$ cat config.mk
export PLATFORM = sky130hd
export DESIGN_NAME = hidden_weight_fetch_flat
export DESIGN_NICKNAME = d
export VERILOG_FILES = /design/src/rtl/hidden_weight_fetch_if.sv /design/src/rtl/hidden_weight_fetch.sv /design/src/flat_wrapper.sv
export SDC_FILE = /design/constraint.sdc
export NUM_CORES = 1
export LEC_CHECK = 0
export BUFFER_PORTS_ARGS = -buffer_cell sky130_fd_sc_hd__clkbuf_2
export CORE_MARGIN = 5
export CORE_UTILIZATION = 58
export CTS_BUF_LIST = sky130_fd_sc_hd__clkbuf_16
export DETAILED_ROUTE_END_ITERATION = 6
export PLACE_DENSITY = 0.77
export SETUP_SLACK_MARGIN = 0.05
export SYNTH_ARGS = -nofsm -noshare
export SYNTH_HDL_FRONTEND = slang
export SYNTH_SLANG_ARGS = --single-unit
$ cat constraint.sdc
create_clock -name clk -period 4.2 [get_ports clk]
set_clock_uncertainty 0.05 [all_clocks]
set_input_delay 0.84 -clock clk [delete_from_list [all_inputs] [get_ports clk]]
set_output_delay 0.84 -clock clk [all_outputs]
set_load 0.1 [all_outputs]
$ cat src/rtl/hidden_weight_fetch_if.sv
// Weight-beat stream from the hidden-layer weight fetch sequencer to the MAC.
interface hidden_weight_fetch_if #(
  parameter int DATA_W = 8
) ();
  logic              w_valid;
  logic              w_ready;
  logic [DATA_W-1:0] w_data;
  logic [4:0]        w_neuron;
  logic [9:0]        w_in_idx;
  logic              w_last;
  logic              w_final;

  modport master (
    output w_valid, w_data, w_neuron, w_in_idx, w_last, w_final,
    input  w_ready
  );

  modport slave (
    input  w_valid, w_data, w_neuron, w_in_idx, w_last, w_final,
    output w_ready
  );
endinterface

$ cat src/rtl/hidden_weight_fetch.sv
// Neuron-major read sequencer for the hidden-layer weight ROM with a 2-entry skid FIFO.
// Optional 16-bit beat checksum output enabled by HIDDEN_WEIGHT_FETCH_CHECKSUM_EN.
module hidden_weight_fetch #(
  parameter int N_IN   = 784,
  parameter int N_HID  = 32,
  parameter int ADDR_W = 15,
  parameter int DATA_W = 8
) (
  input  logic              clk,
  input  logic              rst,
  input  logic              start,
  output logic              busy,
  output logic              done,
  output logic [ADDR_W-1:0] rom_addr,
  input  logic [DATA_W-1:0] rom_q,
  hidden_weight_fetch_if.master w
`ifdef HIDDEN_WEIGHT_FETCH_CHECKSUM_EN
  ,
  output logic [15:0]       checksum
`endif
);

  localparam logic [ADDR_W-1:0] LAST_ADDR = ADDR_W'(N_IN * N_HID - 1);
  localparam logic [9:0]        IN_LAST   = 10'(N_IN - 1);
  localparam logic [4:0]        HID_LAST  = 5'(N_HID - 1);

  typedef enum logic [1:0] {
    S_IDLE  = 2'd0,
    S_FETCH = 2'd1,
    S_DRAIN = 2'd2,
    S_DONE  = 2'd3
  } state_t;

  typedef struct packed {
    logic [DATA_W-1:0] data;
    logic [4:0]        neuron;
    logic [9:0]        in_idx;
    logic              last;
    logic              fin;
  } entry_t;

  state_t            state_q, state_d;
  logic              busy_q, busy_d;
  logic              done_q, done_d;
  logic [ADDR_W-1:0] rom_addr_q, rom_addr_d;
  logic [9:0]        in_cnt_q, in_cnt_d;
  logic [4:0]        neu_cnt_q, neu_cnt_d;
  logic              inflight_q, inflight_d;
  logic [9:0]        pend_in_q, pend_in_d;
  logic [4:0]        pend_neu_q, pend_neu_d;
  logic [1:0]        count_q, count_d;
  entry_t            head_q, head_d;
  entry_t            tail_q, tail_d;
  logic              valid_q, valid_d;

  logic              pop;
  logic              push;
  logic              issue;
  logic [2:0]        occupancy;
  entry_t            push_entry;

  // Issue decision, tag counters, skid FIFO and pass-level FSM.
  always_comb begin
    state_d    = state_q;
    busy_d     = busy_q;
    done_d     = 1'b0;
    rom_addr_d = rom_addr_q;
    in_cnt_d   = in_cnt_q;
    neu_cnt_d  = neu_cnt_q;
    inflight_d = 1'b0;
    pend_in_d  = pend_in_q;
    pend_neu_d = pend_neu_q;
    count_d    = count_q;
    head_d     = head_q;
    tail_d     = tail_q;

    pop  = valid_q && w.w_ready;
    push = inflight_q;
    push_entry.data   = rom_q;
    push_entry.neuron = pend_neu_q;
    push_entry.in_idx = pend_in_q;
    push_entry.last   = (pend_in_q == IN_LAST);
    push_entry.fin    = (pend_in_q == IN_LAST) && (pend_neu_q == HID_LAST);

    // Slots already claimed after this cycle's pop; a read may only be issued if one is free.
    occupancy = {1'b0, count_q} + {2'b00, inflight_q} - {2'b00, pop};
    issue     = (state_q == S_FETCH) && (occupancy < 3'd2);

    case ({push, pop})
      2'b10: begin
        if (count_q == 2'd0) begin
          head_d = push_entry;
        end else begin
          tail_d = push_entry;
        end
        count_d = count_q + 2'd1;
      end
      2'b01: begin
        if (count_q == 2'd2) begin
          head_d = tail_q;
        end else begin
          head_d = head_q;
        end
        count_d = count_q - 2'd1;
      end
      2'b11: begin
        if (count_q == 2'd2) begin
          head_d = tail_q;
          tail_d = push_entry;
        end else begin
          head_d = push_entry;
        end
      end
      default: count_d = count_q;
    endcase
    valid_d = (count_d != 2'd0);

    case (state_q)
      S_IDLE: begin
        if (start) begin
          state_d    = S_FETCH;
          busy_d     = 1'b1;
          rom_addr_d = '0;
          in_cnt_d   = 10'd0;
          neu_cnt_d  = 5'd0;
        end else begin
          state_d = S_IDLE;
        end
      end
      S_FETCH: begin
        if (issue && (rom_addr_q == LAST_ADDR)) begin
          state_d = S_DRAIN;
        end else begin
          state_d = S_FETCH;
        end
      end
      S_DRAIN: begin
        if ((count_d == 2'd0) && !inflight_q) begin
          state_d = S_DONE;
          busy_d  = 1'b0;
          done_d  = 1'b1;
        end else begin
          state_d = S_DRAIN;
        end
      end
      S_DONE: begin
        state_d = S_IDLE;
        busy_d  = 1'b0;
      end
      default: begin
        state_d = S_IDLE;
        busy_d  = 1'b0;
      end
    endcase

    if (issue) begin
      rom_addr_d = rom_addr_q + ADDR_W'(1);
      inflight_d = 1'b1;
      pend_in_d  = in_cnt_q;
      pend_neu_d = neu_cnt_q;
      if (in_cnt_q == IN_LAST) begin
        in_cnt_d  = 10'd0;
        neu_cnt_d = neu_cnt_q + 5'd1;
      end else begin
        in_cnt_d  = in_cnt_q + 10'd1;
      end
    end else begin
      inflight_d = 1'b0;
    end
  end

  // State and datapath registers with synchronous reset.
  always_ff @(posedge clk) begin
    if (rst) begin
      state_q    <= S_IDLE;
      busy_q     <= 1'b0;
      done_q     <= 1'b0;
      rom_addr_q <= '0;
      in_cnt_q   <= 10'd0;
      neu_cnt_q  <= 5'd0;
      inflight_q <= 1'b0;
      pend_in_q  <= 10'd0;
      pend_neu_q <= 5'd0;
      count_q    <= 2'd0;
      head_q     <= '0;
      tail_q     <= '0;
      valid_q    <= 1'b0;
    end else begin
      state_q    <= state_d;
      busy_q     <= busy_d;
      done_q     <= done_d;
      rom_addr_q <= rom_addr_d;
      in_cnt_q   <= in_cnt_d;
      neu_cnt_q  <= neu_cnt_d;
      inflight_q <= inflight_d;
      pend_in_q  <= pend_in_d;
      pend_neu_q <= pend_neu_d;
      count_q    <= count_d;
      head_q     <= head_d;
      tail_q     <= tail_d;
      valid_q    <= valid_d;
    end
  end

  assign busy       = busy_q;
  assign done       = done_q;
  assign rom_addr   = rom_addr_q;
  assign w.w_valid  = valid_q;
  assign w.w_data   = head_q.data;
  assign w.w_neuron = head_q.neuron;
  assign w.w_in_idx = head_q.in_idx;
  assign w.w_last   = head_q.last;
  assign w.w_final  = head_q.fin;

`ifdef HIDDEN_WEIGHT_FETCH_CHECKSUM_EN
  logic [15:0] checksum_q, checksum_d;

  // Running sum of handshaked beats, restarted when a pass is accepted.
  always_comb begin
    checksum_d = checksum_q;
    if ((state_q == S_IDLE) && start) begin
      checksum_d = 16'd0;
    end else if (pop) begin
      checksum_d = checksum_q + 16'(head_q.data);
    end else begin
      checksum_d = checksum_q;
    end
  end

  // Checksum register.
  always_ff @(posedge clk) begin
    if (rst) begin
      checksum_q <= 16'd0;
    end else begin
      checksum_q <= checksum_d;
    end
  end

  assign checksum = checksum_q;
`endif

endmodule
$ cat src/flat_wrapper.sv
// flat-port wrapper written by rule: the top's interface ports become plain ports
module hidden_weight_fetch_flat 
#(
  parameter int N_IN   = 784,
  parameter int N_HID  = 32,
  parameter int ADDR_W = 15,
  parameter int DATA_W = 8
)
  (clk, rst, start, busy, done, rom_addr, rom_q, w_w_valid, w_w_data, w_w_neuron, w_w_in_idx, w_w_last, w_w_final, w_w_ready);
  hidden_weight_fetch_if #(.DATA_W(DATA_W)) w_i ();
  input  logic clk;
  input  logic rst;
  input  logic start;
  output logic busy;
  output logic done;
  output logic [ADDR_W-1:0] rom_addr;
  input  logic [DATA_W-1:0] rom_q;
  output wire logic [$bits(w_i.w_valid)-1:0] w_w_valid;
  output wire logic [$bits(w_i.w_data)-1:0] w_w_data;
  output wire logic [$bits(w_i.w_neuron)-1:0] w_w_neuron;
  output wire logic [$bits(w_i.w_in_idx)-1:0] w_w_in_idx;
  output wire logic [$bits(w_i.w_last)-1:0] w_w_last;
  output wire logic [$bits(w_i.w_final)-1:0] w_w_final;
  input wire logic [$bits(w_i.w_ready)-1:0] w_w_ready;
  assign w_w_valid = w_i.w_valid;
  assign w_w_data = w_i.w_data;
  assign w_w_neuron = w_i.w_neuron;
  assign w_w_in_idx = w_i.w_in_idx;
  assign w_w_last = w_i.w_last;
  assign w_w_final = w_i.w_final;
  assign w_i.w_ready = w_w_ready;
  hidden_weight_fetch #(.N_IN(N_IN), .N_HID(N_HID), .ADDR_W(ADDR_W), .DATA_W(DATA_W)) u_core (.clk(clk), .rst(rst), .start(start), .busy(busy), .done(done), .rom_addr(rom_addr), .rom_q(rom_q), .w(w_i));
endmodule
### After elaboration in Yosys (flattened, before gate mapping)

Cells that the tools add are included.

| storage, ports and cells | value |
|---|---|
| output and inout bits | 43 |
| logic and storage cells | 95 |
| flip-flop bits (word level) | 103 |
| bits of input ports | 12 |

| operators by class | value |
|---|---|
| bitwise operators | 1 |
| add/subtract/negate cells | 7 |
| magnitude comparators | 1 |
| equality and inequality tests | 17 |
| mux-type cells | 28 |
| reductions and logical operators | 20 |

Operators by type and width:

| operator | count |
|---|---|
| 25-bit 2-to-1 mux | 5 |
| 25-bit case mux with 3 select lines | 1 |
| 25-bit case mux with 2 select lines | 1 |
| 15-bit 2-to-1 mux | 3 |
| 10-bit 2-to-1 mux | 4 |
| 10-bit == test (second input constant) | 2 |
| 5-bit 2-to-1 mux | 4 |
| 15-bit by 1-bit adder with 15-bit output (second input constant) | 1 |
| 15-bit == test (second input constant) | 1 |
| 10-bit by 1-bit adder with 10-bit output (second input constant) | 1 |
| 2-bit == test (second input constant) | 5 |
| 3-bit AND reduction | 3 |
| 2-bit by 1-bit != test with 1-bit output (second input constant) | 4 |
| 2-bit case mux with 4 select lines | 1 |
| 2-bit nonzero test | 4 |
| 2-bit logical NOT | 3 |
| 1-bit 2-to-1 mux | 6 |
| 3-bit nonzero test | 2 |
| 5-bit by 1-bit adder with 5-bit output (second input constant) | 1 |
| 5-bit == test (second input constant) | 1 |
| 1-bit logical AND | 5 |
| 2-bit by 1-bit == test with 1-bit output (second input constant) | 2 |
| 2-bit != test (second input constant) | 2 |
| 2-bit case mux with 2 select lines | 1 |
| 11 further kinds | 11 |

### Logic depth before layout (Yosys ltp)

Gate-level depths: netlist of run 1.

| depth | value |
|---|---|
| depth in word-level cells | 7 |
| mapped depth | 13 |
| depth with buffers taken out | 10 |

### Worst setup path after synthesis of run 1

No wires, ideal clock.

| timing path | value |
|---|---|
| kind | register to register |
| from | register u_core.valid_q (netlist: u_core.w.w_valid) |
| to | register u_core.neu_cnt_q[4] |
| setup time | 0.121 ns |
| required time | 4.029 ns |
| cell stages (with the launch flop) | 13 |
| data arrival time | 3.373 ns |
| path buffers | 2 |
| setup slack | 0.657 ns |
| period minus slack after synthesis | 3.543 ns |
| cell sequence | dfxtp_1 > and2_1 > ha_1 > inv_1 > ha_1 > inv_1 > fa_1 > nand3b_1 > or2_0 > buf_2 > buf_6 > nor3_1 > mux2_2 |

| between the ends | value |
|---|---|
| cells in the longest elaborated chain, start to end | 5 |

Ends and longest elaborated chain:

| what | line | text |
|---|---|---|
| start, declared | hidden_weight_fetch.sv:54 | `logic valid_q, valid_d;` |
| start signal, assigned | hidden_weight_fetch.sv:201 | `valid_q <= valid_d;` |
| 1-bit logical AND | hidden_weight_fetch.sv:77 | `pop = valid_q && w.w_ready;` |
| 3-bit by 1-bit subtractor with 3-bit output | hidden_weight_fetch.sv:86 | `occupancy = {1'b0, count_q} + {2'b00, inflight_q} - {2'b00, pop};` |
| 3-bit by 2-bit < comparator with 1-bit output | hidden_weight_fetch.sv:87 | `issue = (state_q == S_FETCH) && (occupancy < 3'd2);` |
| 1-bit logical AND | hidden_weight_fetch.sv:87 |  |
| 5-bit 2-to-1 mux | hidden_weight_fetch.sv:156 | `if (issue) begin` |
| end signal, assigned | hidden_weight_fetch.sv:194 | `neu_cnt_q <= neu_cnt_d;` |
| end, declared | hidden_weight_fetch.sv:47 | `logic [4:0] neu_cnt_q, neu_cnt_d;` |

No other way between the ends.
A chain may end at the register's enable or synchronous reset.

### Final worst setup path of run 1

| timing path | value |
|---|---|
| from | input w_w_ready |
| to | register u_core.in_cnt_q[7] |

| between the ends | value |
|---|---|
| cells in the longest elaborated chain, start to end | 6 |
| elaborated cells between the ends (all ways) | 8 |
| classes of those cells | 1 x add/sub; 1 x order compare; 1 x mux; 5 x reduce/logical |

Ends and longest elaborated chain:

| what | line | text |
|---|---|---|
| start, declared | flat_wrapper.sv:24 | `input wire logic [$bits(w_i.w_ready)-1:0] w_w_ready;` |
| 1-bit logical AND * | hidden_weight_fetch.sv:77 |  |
| 3-bit by 1-bit subtractor with 3-bit output * | hidden_weight_fetch.sv:86 |  |
| 3-bit by 2-bit < comparator with 1-bit output * | hidden_weight_fetch.sv:87 |  |
| 1-bit logical AND * | hidden_weight_fetch.sv:87 |  |
| 2-bit nonzero test (no line) | -- |  |
| 2-bit AND reduction (no line) | -- |  |
| end signal, assigned | hidden_weight_fetch.sv:193 | `in_cnt_q <= in_cnt_d;` |
| end, declared | hidden_weight_fetch.sv:46 | `logic [9:0] in_cnt_q, in_cnt_d;` |

Every way passes the cells marked *; elsewhere a longest branch is shown, timed or not.

==> summary.md, run 1 <==
Run status
- finished, final reports clean — status

Synthesis
- 0% — asr flop ratio synth
- 59 — count of cell types in the netlist
- 0 — synthesis warning total
- 562 — Post-Synthesis Net Count
- 8.42 um^2 — Post-Synthesis Mean Instance Area
- sky130_fd_sc_hd__dfxtp_1 — Top FF cell, synth
- 0 — number of enable flip-flop cells after synthesis
- 4550 um^2 — summed instance area of the synthesized netlist
- 540 — number of standard cells after synthesis
- 45.3% — share of the yosys chip area belonging to registers
- 103 — number of register bits inferred by synthesis

Critical path
- 25 — largest driver fanout on the critical path
- u_core.in_cnt_q[7]$_SDFFE_PP0P_ — Critical R2R Capture
- flip-flop — Worst setup EP type
- input port — type of origin of the critical path
- 1.03 ns — worst setup slack for register-to-register paths
- 11 — number of cells on the worst reg-to-reg path
- 4.42 ns — critical path required time
- input port to flip-flop — start-to-end type of the worst setup path
- u_core.inflight_q$_SDFF_PP0_ — source of the worst register-to-register timing path
- 3.59 ns — arrival time worst endpoint

Route
- 169 — DR iter-0 viols
- 15.1 um — average wire per standard cell
- 5.90 — via density per instance
- 0 — number of remaining DRC errors
- 0 — Antenna Violating Nets Remaining
- 4,044 — vias after detailed routing
- 10,300 um — overall routed net length
- 4 — number of search-and-repair iterations in the first detailed-routing pass

GRT
- 17,900 um — first-pass GRT wire length
- 3,786 — vias in the first global route
- 66 — maximum number of pins on one net before global-route repair
- 0 — remaining global-route overflow
- 0 — number of antenna violations at the first check in global routing
- 21.6% — global routing usage summed across all routing layers

Job
- 0 — max cap viols

Place
- 4890 um^2 — post-placement cell area
- 0.851 — RePlAce Congestion
- 54 — Port Buffers
- 669 — cell total after placement
- 0.508 ns — worst setup slack after placement
- 6800 um — HPWL reported at the end of detailed placement

Floorplanning
- 32 — total number of placement rows
- 59.2% — initial core utilization
- 7690 um^2 — core region area
- 9720 um^2 — die footprint
- 55 — Boundary Pins
- 98.6 um — die outline width
- 98.6 um — vertical die dimension

Timing
- 0 ns — setup total negative slack
- 80.2% — fraction of the cycle the final worst path needs
- 40.1% — worst rel slew slack
- 0 — Pins Over Slew Limit
- 297 MHz — upper clock frequency limit
- 0 — final hold vios
- 0.831 ns — post-route worst setup slack
- false — unrepaired setup endpoints after global routing
- 3.37 ns — Final Critical Period
- 0 — # setup viols final
- 0.407 ns — Hold Slack
- 0.898 ns — slew at the pin closest to its max-slew limit

Clock tree
- 0 — post-CTS repair timing setup buffer count
- 0 — cts hold-fix bufs
- sky130_fd_sc_hd__clkbuf_16 — CTS root buffer
- 0.34 ns — worst-skew pair later-pin latency
- 103 — TritonCTS sink count
- 0.07 ns — clock input transition at the sequential cells of the worst setup and hold paths
- 0 — Post-CTS Resized
- 9 — TritonCTS Buffers
- done — TritonCTS clock tree
- 2 — buffer depth of the longest clock path
- 3 — H-Tree Level Count

Power
- 1.74 mW — Internal Pwr Total
- 1.43 mW — switching power
- 45.1% — switching share of power
- 38.6% — proportion of power drawn by combinational gates
- 25.5% — Clock power frac
- 610 nW/um^2 — Pwr Density
- 35.9% — sequential cell fraction of total power
- 1.77 nW — Static Leakage
- 0.267 mV — Peak supply drop

Layout
- 5180 um^2 — total non-filler cell area in the finished layout
- sky130_fd_sc_hd__dfxtp_1, sky130_fd_sc_hd__nand2_1, sky130_fd_sc_hd__a21oi_1 — most frequent cells in the layout
- 600 — nets
- 16.3% — layout cell share with drive strength beyond 1
- 685 — post-route insts no fill
- 14.0% — synth-to-layout area growth
- 655 — fill cell instance count of the final layout
- sky130_fd_sc_hd__dfxtp_1 — most common cell after layout, fill and taps aside
- 0 — Antenna Diode Count

Min path
- 2 — Hold Path Depth
- flip-flop to flip-flop — type of the tightest min-delay check
- u_core.tail_q[2]$_SDFFE_PP0P_ — Min-Delay Startpoint
- u_core.tail_q[2]$_SDFFE_PP0P_ — worst min-delay path endpoint

==> cell usage after synthesis (all sizes together) (4+ instances only) <==
cell / count / share of area, %
or3: 8 / 1.2
nand4: 5 / 0.69
or4: 7 / 1.2
nand2: 95 / 7.8
or2: 4 / 0.55
ha: 9 / 2.5
a211oi: 29 / 4.8
inv: 15 / 1.2
clkbuf: 28 / 2.3
xnor2: 5 / 0.96
nor3: 8 / 0.88
a21oi: 80 / 8.8
nor4: 5 / 0.69
nand2b: 4 / 0.55
a22oi: 24 / 4.0
a311oi: 4 / 0.77
a31oi: 10 / 1.4
nor2: 17 / 1.4
dfxtp: 103 / 45
buf: 8 / 1.1
nand3: 17 / 1.9
o21ai: 10 / 1.1
==> registers in the layout, summed over array words and instances (netlist names), named ones only <==
register and flops:
u_core.tail_q 25, u_core.count_q 2, u_core.busy 1, u_core.pend_neu_q 5, u_core.pend_in_q 10, u_core.inflight_q 1, u_core.w.w_neuron 5, u_core.w.w_data 8
u_core.rom_addr 15, u_core.w.w_in_idx 10, u_core.w.w_last 1, u_core.state_q 1, u_core.w.w_valid 1, u_core.done 1, u_core.neu_cnt_q 5, u_core.w.w_final 1
u_core.in_cnt_q 10
==> critical path, stage by stage <==
cell and delay (ns):
sky130_fd_sc_hd__clkbuf_2 0.07, sky130_fd_sc_hd__and2_1 0.15, sky130_fd_sc_hd__ha_1 0.27, sky130_fd_sc_hd__inv_1 0.08
sky130_fd_sc_hd__ha_1 0.14, sky130_fd_sc_hd__inv_1 0.04, sky130_fd_sc_hd__fa_1 0.50, sky130_fd_sc_hd__nand3b_1 0.26
sky130_fd_sc_hd__or2_0 0.31, sky130_fd_sc_hd__buf_4 0.22, sky130_fd_sc_hd__or4_1 0.52, sky130_fd_sc_hd__a31oi_1 0.16
==> cell type report <==
| class | count | area, um^2 | share of cell area (%) |
|---|---|---|---|
| clock inverter | 7 | 65.1 | 1.25 |
| clock buffer | 9 | 225 | 4.34 |
| multi-input combinational | 385 | 2280 | 44.0 |
| timing repair buffer | 63 | 363 | 7.00 |
| sequential | 103 | 2060 | 39.8 |
| inverter | 16 | 60.1 | 1.16 |
| tap | 102 | 128 | 2.46 |
==> how the worst max path moves through the flow <==
stage,from,to,slack [ns]
floorplan,u_core.w.w_valid$_SDFF_PP0_,u_core.neu_cnt_q[4]$_SDFF_PP0_,0.66
global placement,w_w_ready,u_core.in_cnt_q[7]$_SDFFE_PP0P_,0.58
detailed placement,w_w_ready,u_core.in_cnt_q[7]$_SDFFE_PP0P_,0.51
CTS,w_w_ready,u_core.in_cnt_q[7]$_SDFFE_PP0P_,0.85
global route,w_w_ready,u_core.neu_cnt_q[2]$_SDFF_PP0_,0.71
finish,w_w_ready,u_core.in_cnt_q[7]$_SDFFE_PP0P_,0.83
==> per-layer routing <==
layer  part of all wire [%]  global-route usage (%)  wire length, um  vias to the layer above
met5                      0                       0                0                        -
met4                    1.4                    6.30              142                        0
met3                    5.0                    3.47              521                       11
met2                     48                    36.3             4930                      110
met1                     46                    28.6             4760                     1887
li1                       -                       -                -                     2036
==> cells by family after synthesis <==
family                     after synthesis  synth area share [%]
buffers and inverters                   52                  4.76
AOI/OAI and AO/OA                      178                  24.6
muxes                                    5                  1.16
adders and majority gates               10                  2.92
xor gates and xnor gates                 7                  1.51
and+or+nand+nor                        185                  19.7
DFF                                    103                  45.3
==> power by group through the flow <==
| stage | combinational [mW] | sequential (mW) | clock (mW) |
|---|---|---|---|
| after floorplan | 0.460 | 1.71 | 0 |
| after global placement | 1.20 | 1.15 | 0 |
| after detailed placement | 1.22 | 1.16 | 0 |
| after CTS | 1.23 | 1.13 | 0.821 |
| after global routing | 1.29 | 1.15 | 0.865 |
| final | 1.22 | 1.13 | 0.808 |
==> metrics by stage <==
step                total power, mW  util, %
global placement               2.36     63.7
floorplan                      2.17        -
CTS                            3.18     67.4
global route                   3.31     67.4
finish                         3.16     67.4
detailed placement             2.38     63.7
Note: power is estimated with default switching activity, not from simulation.
==> run 2, diff against run 1 <==
- ABC_AREA: not set -> 1
- PLACE_DENSITY: 0.77 -> 0.76
- clock period: 4.2 -> 3.34 ns (I/O delays scaled with it)
==> summary.md, run 2 <==
Layout
- 0 — Antenna Diode Count
- 68.2% — share of the core filled with cells in the final layout
- 25 — flip-flop count of the largest register after layout
- 14.4% — synth-to-layout area growth
- 708 — nets
- 12.9% — layout cell share with drive strength beyond 1
- u_core.tail_q — Biggest register
- sky130_fd_sc_hd__nand2_1, sky130_fd_sc_hd__a21oi_1, sky130_fd_sc_hd__dfxtp_1 — most frequent cells in the layout
- sky130_fd_sc_hd__nand2_1 — most common cell after layout, fill and taps aside

Synthesis
- 641 — number of standard cells after synthesis
- 7.19 um^2 — Post-Synthesis Mean Instance Area
- 103 — number of register bits inferred by synthesis
- 27 — count of cell types in the netlist
- 0% — asr flop ratio synth
- 4610 um^2 — summed instance area of the synthesized netlist
- 44.8% — share of the yosys chip area belonging to registers
- sky130_fd_sc_hd__nand2_1 — library cell with the highest instance count after synthesis
- sky130_fd_sc_hd__nand2_1, sky130_fd_sc_hd__a21oi_1, sky130_fd_sc_hd__dfxtp_1, sky130_fd_sc_hd__o21ai_0, sky130_fd_sc_hd__inv_1 — most common library cells after synthesis
- sky130_fd_sc_hd__dfxtp_1, sky130_fd_sc_hd__a21oi_1, sky130_fd_sc_hd__nand2_1 — Area contributors post-synth
- 44.8% — Synth top area share
- 0 — synthesis warning total
- 663 — Post-Synthesis Net Count
- 0 — number of enable flip-flop cells after synthesis
- sky130_fd_sc_hd__dfxtp_1 — post-synthesis cell type with the largest combined area
- sky130_fd_sc_hd__dfxtp_1 — Top FF cell, synth

Job
- 0 — max cap viols

Critical path
- 5 — sum of buffers and inverters on the critical path
- 3.56 ns — critical path required time
- u_core.in_cnt_q[5]$_SDFFE_PP0P_ — Critical R2R Capture
- input port — type of origin of the critical path
- 20 — largest driver fanout on the critical path
- input port to flip-flop — start-to-end type of the worst setup path
- 3.07 ns — arrival time worst endpoint
- 0.54 ns — worst setup slack for register-to-register paths
- sky130_fd_sc_hd__inv_1 — most frequent cell on the critical path
- sky130_fd_sc_hd__nor2_4 — highest-delay cell along the critical path
- flip-flop — Worst setup EP type
- 12 — number of cells on the worst reg-to-reg path
- u_core.inflight_q$_SDFF_PP0_ — source of the worst register-to-register timing path
- adder cells — delay-heaviest family, CP
- 0.42 ns — maximum cell stage delay along the critical path
- clkbuf_2 -> nand2_1 -> inv_1 -> ha_1 -> inv_1 -> ha_1 -> inv_1 -> fa_1 -> nand2_2 -> nand2_1 -> nor2_4 -> buf_4 -> nand3_1 -> a21oi_1 — worst path cell trace

Floorplanning
- 99.1 um — vertical die dimension
- 59.6% — initial core utilization
- 55 — Boundary Pins
- 7730 um^2 — core region area
- 99.1 um — die outline width
- 32 — total number of placement rows
- 9830 um^2 — die footprint

Route
- 148 — DR iter-0 viols
- 0 — number of remaining DRC errors
- 0 — Antenna Violating Nets Remaining
- 11,000 um — overall routed net length
- 4,436 — vias after detailed routing
- 13.9 um — average wire per standard cell
- 5 — number of search-and-repair iterations in the first detailed-routing pass
- 5.59 — via density per instance

Power
- 43.9% — switching share of power
- 35.1% — sequential cell fraction of total power
- 0.353 mV — Peak supply drop
- 1.95 mW — switching power
- 37.9% — proportion of power drawn by combinational gates
- 841 nW/um^2 — Pwr Density
- 27.0% — Clock power frac
- 2.21 nW — Static Leakage
- 2.49 mW — Internal Pwr Total

Clock tree
- 103 — TritonCTS sink count
- 9 — TritonCTS Buffers
- 0 — Post-CTS Resized
- 0.34 ns — worst-skew pair later-pin latency
- 3 — H-Tree Level Count
- 0.07 ns — clock input transition at the sequential cells of the worst setup and hold paths
- sky130_fd_sc_hd__clkbuf_16 — CTS root buffer
- done — TritonCTS clock tree
- 0 — cts hold-fix bufs
- 0 — post-CTS repair timing setup buffer count
- 2 — buffer depth of the longest clock path

GRT
- 4,117 — vias in the first global route
- 28.4% — GR Layer Usage met1
- 0 — number of antenna violations at the first check in global routing
- 0 — remaining global-route overflow
- 4.56% — met3 routing resource usage after global routing
- 18,600 um — first-pass GRT wire length
- 51 — maximum number of pins on one net before global-route repair
- 22.6% — global routing usage summed across all routing layers
- met2 — GRT Max-Usage Layer
- 39.0% — GR Layer Usage met2

Run status
- finished, final reports clean — status

Timing
- 0 — # setup viols final
- 36.2% — worst rel slew slack
- 350 MHz — upper clock frequency limit
- 85.5% — fraction of the cycle the final worst path needs
- 0 — final hold vios
- 0.954 ns — slew at the pin closest to its max-slew limit
- 0 — Pins Over Slew Limit
- false — unrepaired setup endpoints after global routing
- 0 ns — setup total negative slack
- 2.86 ns — Final Critical Period

Min path
- 1 — Hold Path Depth
- flip-flop to flip-flop — type of the tightest min-delay check
- u_core.busy$_SDFFE_PP0P_ — worst min-delay path endpoint

Place
- 0.894 — RePlAce Congestion
- 54 — Port Buffers
- 7300 um — HPWL reported at the end of detailed placement

-- run 2: changes by cell type in the layout (fill, tap and decap cells not counted), sizes merged, moves of 10 or more --
cell	change
nand3	+19
a211oi	-28
o21ai	+81
a21oi	+38
nor2	+25
a31oi	-10
nand2	+25
inv	+54
a22oi	-23
-- run 2: cell families (layout without fill, tap and decap cells) --
| logic type | count (synthesis) | after routing | synth area share, % |
|---|---|---|---|
| fa+ha+maj | 10 | 10 | 2.88 |
| simple gates | 214 | 214 | 19.8 |
| buf+inv | 101 | 151 | 9.13 |
| compound gates | 213 | 213 | 23.5 |
| flops | 103 | 103 | 44.8 |
-- run 2: per-layer routing --
| layer | vias to the layer above | routed length [um] | part of all wire (%) |
|---|---|---|---|
| li1 | 2227 | - | - |
| met1 | 2049 | 4880 | 44 |
| met3 | 13 | 765 | 6.9 |
| met4 | 0 | 150 | 1.4 |
| met5 | - | 0 | 0 |
| met2 | 147 | 5220 | 47 |
-- run 2: how the worst max path moves through the flow --
stage | slack (ns) | from | cells after the start | endpoint
global placement | 0.32 | w_w_ready | 13 | u_core.in_cnt_q[7]$_SDFFE_PP0P_
CTS | 0.49 | w_w_ready | 14 | u_core.in_cnt_q[5]$_SDFFE_PP0P_
floorplan | 0.26 | u_core.w.w_valid$_SDFF_PP0_ | 13 | u_core.in_cnt_q[8]$_SDFFE_PP0P_
detailed placement | 0.23 | w_w_ready | 14 | u_core.in_cnt_q[7]$_SDFFE_PP0P_
global route | 0.39 | w_w_ready | 14 | u_core.in_cnt_q[5]$_SDFFE_PP0P_
finish | 0.48 | w_w_ready | 14 | u_core.in_cnt_q[5]$_SDFFE_PP0P_
-- run 2: power by group through the flow --
stage / clock (mW) / sequential (mW) / combinational, mW
2_1_floorplan: 0 / 2.32 / 0.641
3_3_place_gp: 0 / 1.57 / 1.64
3_5_place_dp: 0 / 1.58 / 1.67
4_1_cts: 1.21 / 1.55 / 1.69
5_1_grt: 1.26 / 1.58 / 1.80
6_report: 1.20 / 1.55 / 1.68
-- run 2: per-stage QoR --
step | instance area (um^2) | setup slack (ns) | hold slack (ns) | instances | total power [mW]
global route | 5270 | 0.388 | 0.445 | 793 | 4.65
detailed placement | 4930 | 0.231 | 0.407 | 777 | 3.25
global placement | 4930 | 0.320 | 0.398 | 777 | 3.21
finish | 5270 | 0.484 | 0.417 | 793 | 4.43
CTS | 5270 | 0.487 | 0.414 | 793 | 4.45
floorplan | 4610 | 0.258 | 0.382 | 641 | 2.97
-- run 2: area by class of cell --
cell class	instances	area, um^2
clock buffer	9	225
fill	665	2460
tap	102	128
clock inverter	7	120
inverter	71	267
sequential	103	2060
multi-input combinational	437	2120
timing repair buffer	64	345
